$ cat config.mk
export PLATFORM = sky130hd
export DESIGN_NAME = rv32_boot_loader
export DESIGN_NICKNAME = d
export VERILOG_FILES = /design/src/rtl/rv32_boot_loader.sv
export SDC_FILE = /design/constraint.sdc
export NUM_CORES = 1
export LEC_CHECK = 0
export CAP_MARGIN = 20
export CORE_ASPECT_RATIO = 1.4
export CORE_MARGIN = 1
export CORE_UTILIZATION = 30
export DETAILED_ROUTE_END_ITERATION = 16
export HOLD_SLACK_MARGIN = 0.03
export PLACE_DENSITY = 0.47
export SYNTH_ARGS = -nofsm -noshare
export SYNTH_HDL_FRONTEND = slang
export SYNTH_SLANG_ARGS = --single-unit
$ cat constraint.sdc
create_clock -name clk -period 3.5 [get_ports clk]
set_input_delay 0.7 -clock clk [delete_from_list [all_inputs] [get_ports clk]]
set_output_delay 0.7 -clock clk [all_outputs]
set_load 0.01 [all_outputs]
$ cat src/rtl/rv32_boot_loader.sv
// ============================================================================
//  Module   : rv32_boot_loader
//  Function : Receives a framed byte-stream program image, writes it into the
//             RV32 instruction memory and releases the core after a valid
//             checksum.
//  Revision : 1.0  initial release
// ============================================================================
`default_nettype none

module rv32_boot_loader #(
    parameter int unsigned ADDR_W    = 8,
    parameter int unsigned BASE_ADDR = 0
) (
    input  logic              clk,
    input  logic              rst,
    input  logic              rx_valid,
    input  logic [7:0]        rx_data,
    output logic              rx_ready,
    output logic              imem_we,
    output logic [ADDR_W-1:0] imem_addr,
    output logic [31:0]       imem_wdata,
    output logic              core_rst,
    output logic              busy,
    output logic              done,
    output logic              err
);

    typedef enum logic [2:0] {
        S_LEN_LO = 3'd0,
        S_LEN_HI = 3'd1,
        S_DATA   = 3'd2,
        S_CSUM   = 3'd3,
        S_RUN    = 3'd4,
        S_ERR    = 3'd5
    } state_t;

    localparam logic [32:0] c_capacity = 33'd1 << ADDR_W;

    state_t              r_state;
    logic [7:0]          r_len_lo;
    logic [15:0]         r_len;
    logic [15:0]         r_word_idx;
    logic [1:0]          r_byte_cnt;
    logic [7:0]          r_csum;
    logic [23:0]         r_word;
    logic [ADDR_W-1:0]   r_next_addr;
    logic                r_rx_ready;
    logic                r_we;
    logic [ADDR_W-1:0]   r_addr;
    logic [31:0]         r_wdata;
    logic                r_core_rst;
    logic                r_busy;
    logic                r_done;
    logic                r_err;

    logic                w_accept;
    logic [15:0]         w_len;
    logic                w_len_too_big;
    logic                w_last_word;

    assign w_accept      = rx_valid && r_rx_ready;
    assign w_len         = {rx_data, r_len_lo};
    assign w_len_too_big = ({17'd0, w_len} > c_capacity);
    assign w_last_word   = (r_word_idx == (r_len - 16'd1));

    always_ff @(posedge clk) begin
        if (!rst) begin
            r_state     <= S_LEN_LO;
            r_len_lo    <= 8'd0;
            r_len       <= 16'd0;
            r_word_idx  <= 16'd0;
            r_byte_cnt  <= 2'd0;
            r_csum      <= 8'd0;
            r_word      <= 24'd0;
            r_next_addr <= ADDR_W'(BASE_ADDR);
            r_rx_ready  <= 1'b1;
            r_we        <= 1'b0;
            r_addr      <= '0;
            r_wdata     <= 32'd0;
            r_core_rst  <= 1'b0;
            r_busy      <= 1'b0;
            r_done      <= 1'b0;
            r_err       <= 1'b0;
        end else begin
            r_we <= 1'b0;
            if (w_accept) begin
                case (r_state)
                    S_LEN_LO: begin
                        r_len_lo <= rx_data;
                        r_csum   <= r_csum + rx_data;
                        r_busy   <= 1'b1;
                        r_state  <= S_LEN_HI;
                    end
                    S_LEN_HI: begin
                        r_len  <= w_len;
                        r_csum <= r_csum + rx_data;
                        if (w_len_too_big) begin
                            r_state    <= S_ERR;
                            r_err      <= 1'b1;
                            r_busy     <= 1'b0;
                            r_rx_ready <= 1'b0;
                        end else if (w_len == 16'd0) begin
                            r_state <= S_CSUM;
                        end else begin
                            r_state <= S_DATA;
                        end
                    end
                    S_DATA: begin
                        r_csum     <= r_csum + rx_data;
                        r_byte_cnt <= r_byte_cnt + 2'd1;
                        case (r_byte_cnt)
                            2'd0: r_word[7:0]   <= rx_data;
                            2'd1: r_word[15:8]  <= rx_data;
                            2'd2: r_word[23:16] <= rx_data;
                            default: begin
                                // Lane 3 completes the word; the pulse appears next cycle.
                                r_we        <= 1'b1;
                                r_addr      <= r_next_addr;
                                r_wdata     <= {rx_data, r_word};
                                r_next_addr <= r_next_addr + 1'b1;
                                r_word_idx  <= r_word_idx + 16'd1;
                                if (w_last_word) begin
                                    r_state <= S_CSUM;
                                end
                            end
                        endcase
                    end
                    S_CSUM: begin
                        r_busy     <= 1'b0;
                        r_rx_ready <= 1'b0;
                        if (rx_data == r_csum) begin
                            r_state    <= S_RUN;
                            r_done     <= 1'b1;
                            r_core_rst <= 1'b1;
                        end else begin
                            r_state <= S_ERR;
                            r_err   <= 1'b1;
                        end
                    end
                    default: begin
                    end
                endcase
            end
        end
    end

    assign rx_ready   = r_rx_ready;
    assign imem_we    = r_we;
    assign imem_addr  = r_addr;
    assign imem_wdata = r_wdata;
    assign core_rst   = r_core_rst;
    assign busy       = r_busy;
    assign done       = r_done;
    assign err        = r_err;

endmodule

`default_nettype wire

==> results.py <==
metrics = {
    "run": {
        "max-cap-violations": 0,
    },
    "die": {
        "start_util_pct": 30.68,
        "placementRows": 61,
        "placeableCoreArea_um2": 19920,
        "die_area_um2": 20950,
        "floorplan.die.height_um": 170.9,
        "chipWidth_um": 122.6,
        "io-pin-count": 57,
    },
    "logic_synthesis": {
        "post_synth_inst_count": 718,
        "synth_seq_area_share_pct": 42.59,
        "synthArstFlopShare_pct": 0,
        "primary_flip_flop_cell_chosen_by_synthesis_mapping": "sky130_fd_sc_hd__dfxtp_1",
        "netlist_area_pre_place_um2": 6111,
        "yosys_register_bits": 130,
        "post_synth_num_cell_types": 58,
        "postSynthNetCount": 744,
        "yosysWarningCount": 0,
        "avgSynthCellArea_um2": 8.511,
        "synth_enable_flop_cells": 0,
    },
    "sta": {
        "slew_violations": 0,
        "finalCriticalPeriod_ps": 2734,
        "finalCritPeriodShare_pct": 78.13,
        "rsz0062_at_grt": "no",
        "setup_viol": 0,
        "max_slew_margin_pct": 56.93,
        "setup_total_negative_slack_ps": 0,
        "worstMarginPinSlew_ps": 644.5,
        "timing.fmax_mhz": 365.7,
        "timing.clock.skew_ps": 5.410,
        "final_hold_viol_count": 0,
    },
    "clock_network": {
        "clk_root_buffer_cell": "sky130_fd_sc_hd__clkbuf_16",
        "cts.reportedPaths.clkPinSlew_ps": 60,
        "ctsHoldBuffers": 0,
        "cts_htree_levels": 4,
        "cts_resized": 0,
        "clock_tree_from_tritoncts": "done",
        "cts.sinks": 130,
        "cts_inserted_buffers": 17,
        "insertion_delay_ps": 420,
        "cts_post_setup_buffers_inserted": 0,
        "clk_path_buf_depth": 2,
    },
    "grt": {
        "grt_pass1_wl_um": 24960,
        "grt_max_degree": 105,
        "antenna_violations_before_repair": 0,
        "gr_util_all_layers_pct": 15.60,
        "overflow": 0,
        "via_count_of_the_first_global_routing_pass": 4966,
    },
    "setup_path": {
        "critPathArrivalTime_ps": 3080,
        "end_kind": "flop",
        "required_ps": 3850,
        "critPathSlowestCell": "sky130_fd_sc_hd__clkdlybuf4s50_1",
        "worst_path_max_stage_delay_ps": 620,
        "critPathKind": "in -> reg",
        "timing.critical_path.from_type": "input pin",
        "crit_path_cell_trace": "clkdlybuf4s50_1 -> ha_1 -> nor2b_1 -> o21ai_0 -> a21boi_0 -> o21ai_0 -> or3b_2 -> o211ai_1",
        "timing.critical_path.mode_cell": "sky130_fd_sc_hd__o21ai_0",
        "critical_path_peak_fanout": 8,
    },
    "power_and_ir_drop": {
        "irDropWorstVdd_mv": 0.2114,
        "powerDensity_nw_per_um2": 477.1,
        "report.power.total_mw": 3.564,
        "static-leakage-power_nw": 2.578,
    },
    "detailed_routing": {
        "first_pass_iters": 4,
        "drt_first_iter_violations": 207,
        "postRouteWirelength_um": 15370,
        "route.vias.total": 5027,
        "viasPerCell": 4.890,
        "detailed_route_drc_error_count": 0,
        "avgRoutedWirePerCell_um": 14.95,
        "final_antenna_net_count": 0,
    },
    "hold_path": {
        "min-delay-path-class": "reg -> reg",
    },
    "placement": {
        "io_buffer_count": 56,
        "gp_congestion": 0.8535,
        "dp_hpwl_um": 10960,
    },
    "final_layout": {
        "design.final.nets": 789,
        "layout_commonest_cell": "sky130_fd_sc_hd__nand2_1",
        "area_delta_synth_final_pct": 22.24,
        "drive_above_1_share_pct": 8.763,
        "diodes": 0,
        "postLayoutCoreUtil_pct": 37.50,
        "layout_common_cells": "sky130_fd_sc_hd__nand2_1 (169), sky130_fd_sc_hd__dfxtp_1 (130), sky130_fd_sc_hd__a21boi_0 (93)",
    },
    "outcome": {
        "outcome": "finished, final reports clean",
    },
}
[routing by layer]
metal	routed length (µm)	vias up	track usage (%)
li1	-	2521	-
met1	6476	2381	17.31
met2	8087	99	28.04
met3	444	26	3.233
met4	359	0	7.158
met5	0	-	0
[flip-flops by register name, summed over array words and instances, names as in the netlist]
| register | count |
|---|---|
| busy | 1 |
| done | 1 |
| err | 1 |
| imem_addr | 8 |
| imem_wdata | 32 |
| imem_we | 1 |
| r_byte_cnt | 2 |
| r_csum | 8 |
| r_len | 16 |
| r_len_lo | 8 |
| r_next_addr | 8 |
| r_state | 3 |
| r_word | 24 |
| r_word_idx | 16 |
| rx_ready | 1 |
[power by group]
part | leakage (nW) | switching, mW | internal (mW)
registers | 1.05 | 0.0287 | 1.51
logic | 1.25 | 0.168 | 0.138
clock network | 0.282 | 0.723 | 0.996
total | 2.58 | 0.919 | 2.64
[worst max-delay path, delay by kind of cell]
kind / cells / cell delay, ps
buffers and inverters: 1 / 620
and+or+nand+nor: 2 / 610
adders and majority gates: 1 / 460
AOI/OAI and AO/OA: 4 / 690
[synth_stat cells (4+ instances only)]
master | count | area share (%)
sky130_fd_sc_hd__or2_2 | 4 | 0.41
sky130_fd_sc_hd__nor3_1 | 7 | 0.57
sky130_fd_sc_hd__nand3_1 | 39 | 3.2
sky130_fd_sc_hd__nand2_1 | 169 | 10
sky130_fd_sc_hd__xnor2_1 | 28 | 4.0
sky130_fd_sc_hd__or3_1 | 10 | 1.0
sky130_fd_sc_hd__nand4_1 | 8 | 0.82
sky130_fd_sc_hd__a21boi_0 | 93 | 11
sky130_fd_sc_hd__mux2i_1 | 9 | 1.5
sky130_fd_sc_hd__nor4_1 | 9 | 0.92
sky130_fd_sc_hd__and2_1 | 20 | 2.0
sky130_fd_sc_hd__clkbuf_1 | 31 | 1.9
sky130_fd_sc_hd__xor2_1 | 11 | 1.6
sky130_fd_sc_hd__o211ai_1 | 5 | 0.61
sky130_fd_sc_hd__a21oi_1 | 12 | 0.98
sky130_fd_sc_hd__buf_2 | 5 | 0.41
sky130_fd_sc_hd__ha_1 | 14 | 2.9
sky130_fd_sc_hd__nor2_1 | 11 | 0.68
sky130_fd_sc_hd__inv_1 | 19 | 1.2
sky130_fd_sc_hd__dfxtp_1 | 130 | 43
sky130_fd_sc_hd__nor2b_1 | 16 | 1.6
sky130_fd_sc_hd__o21ai_0 | 13 | 1.1
[metrics by stage]
step,setup slack [ps],cells,hold slack (ps),instance area (µm²)
2_1_floorplan,1201,718,441.2,6111
3_3_place_gp,496.6,996,454.5,6895
3_5_place_dp,395.8,996,458.9,6895
4_1_cts,832.3,1028,467.7,7470
5_1_grt,639.4,1028,486.3,7470
6_report,765.6,1028,462.5,7470
[worst paths after layout]
check | startpoint | to | slack, ps | cells after the start
worst max-delay path | rx_data[2] | r_csum[6] | 770 | 8
worst min-delay path | imem_wdata[16] | imem_wdata[16] | 460 | 2
worst max register to register | r_len[0] | r_state[0] | 1220 | 8
worst min register to register | imem_wdata[16] | imem_wdata[16] | 460 | 2
[area by class of cell]
| class | count | area [µm²] |
|---|---|---|
| clock inverter | 15 | 148.9 |
| inverter | 19 | 71.32 |
| tap | 252 | 315.3 |
| fill | 2056 | 12450 |
| timing repair buffer | 72 | 688.2 |
| multi-input combinational | 523 | 3218 |
| sequential | 130 | 2603 |
| clock buffer | 17 | 425.4 |
[kinds of logic (layout without fill, tap and decap cells)]
group,count (synthesis),in the layout,synth area share (%)
XOR/XNOR,39,39,5.590
buffers and inverters,65,123,4.832
AND/OR/NAND/NOR,314,314,25.04
flip-flops,130,130,42.59
adder cells (fa/ha/maj),15,15,3.194
multiplexers,9,9,1.474
AO/OA/AOI/OAI,146,146,17.28
Note: power is estimated with default switching activity, not from simulation.
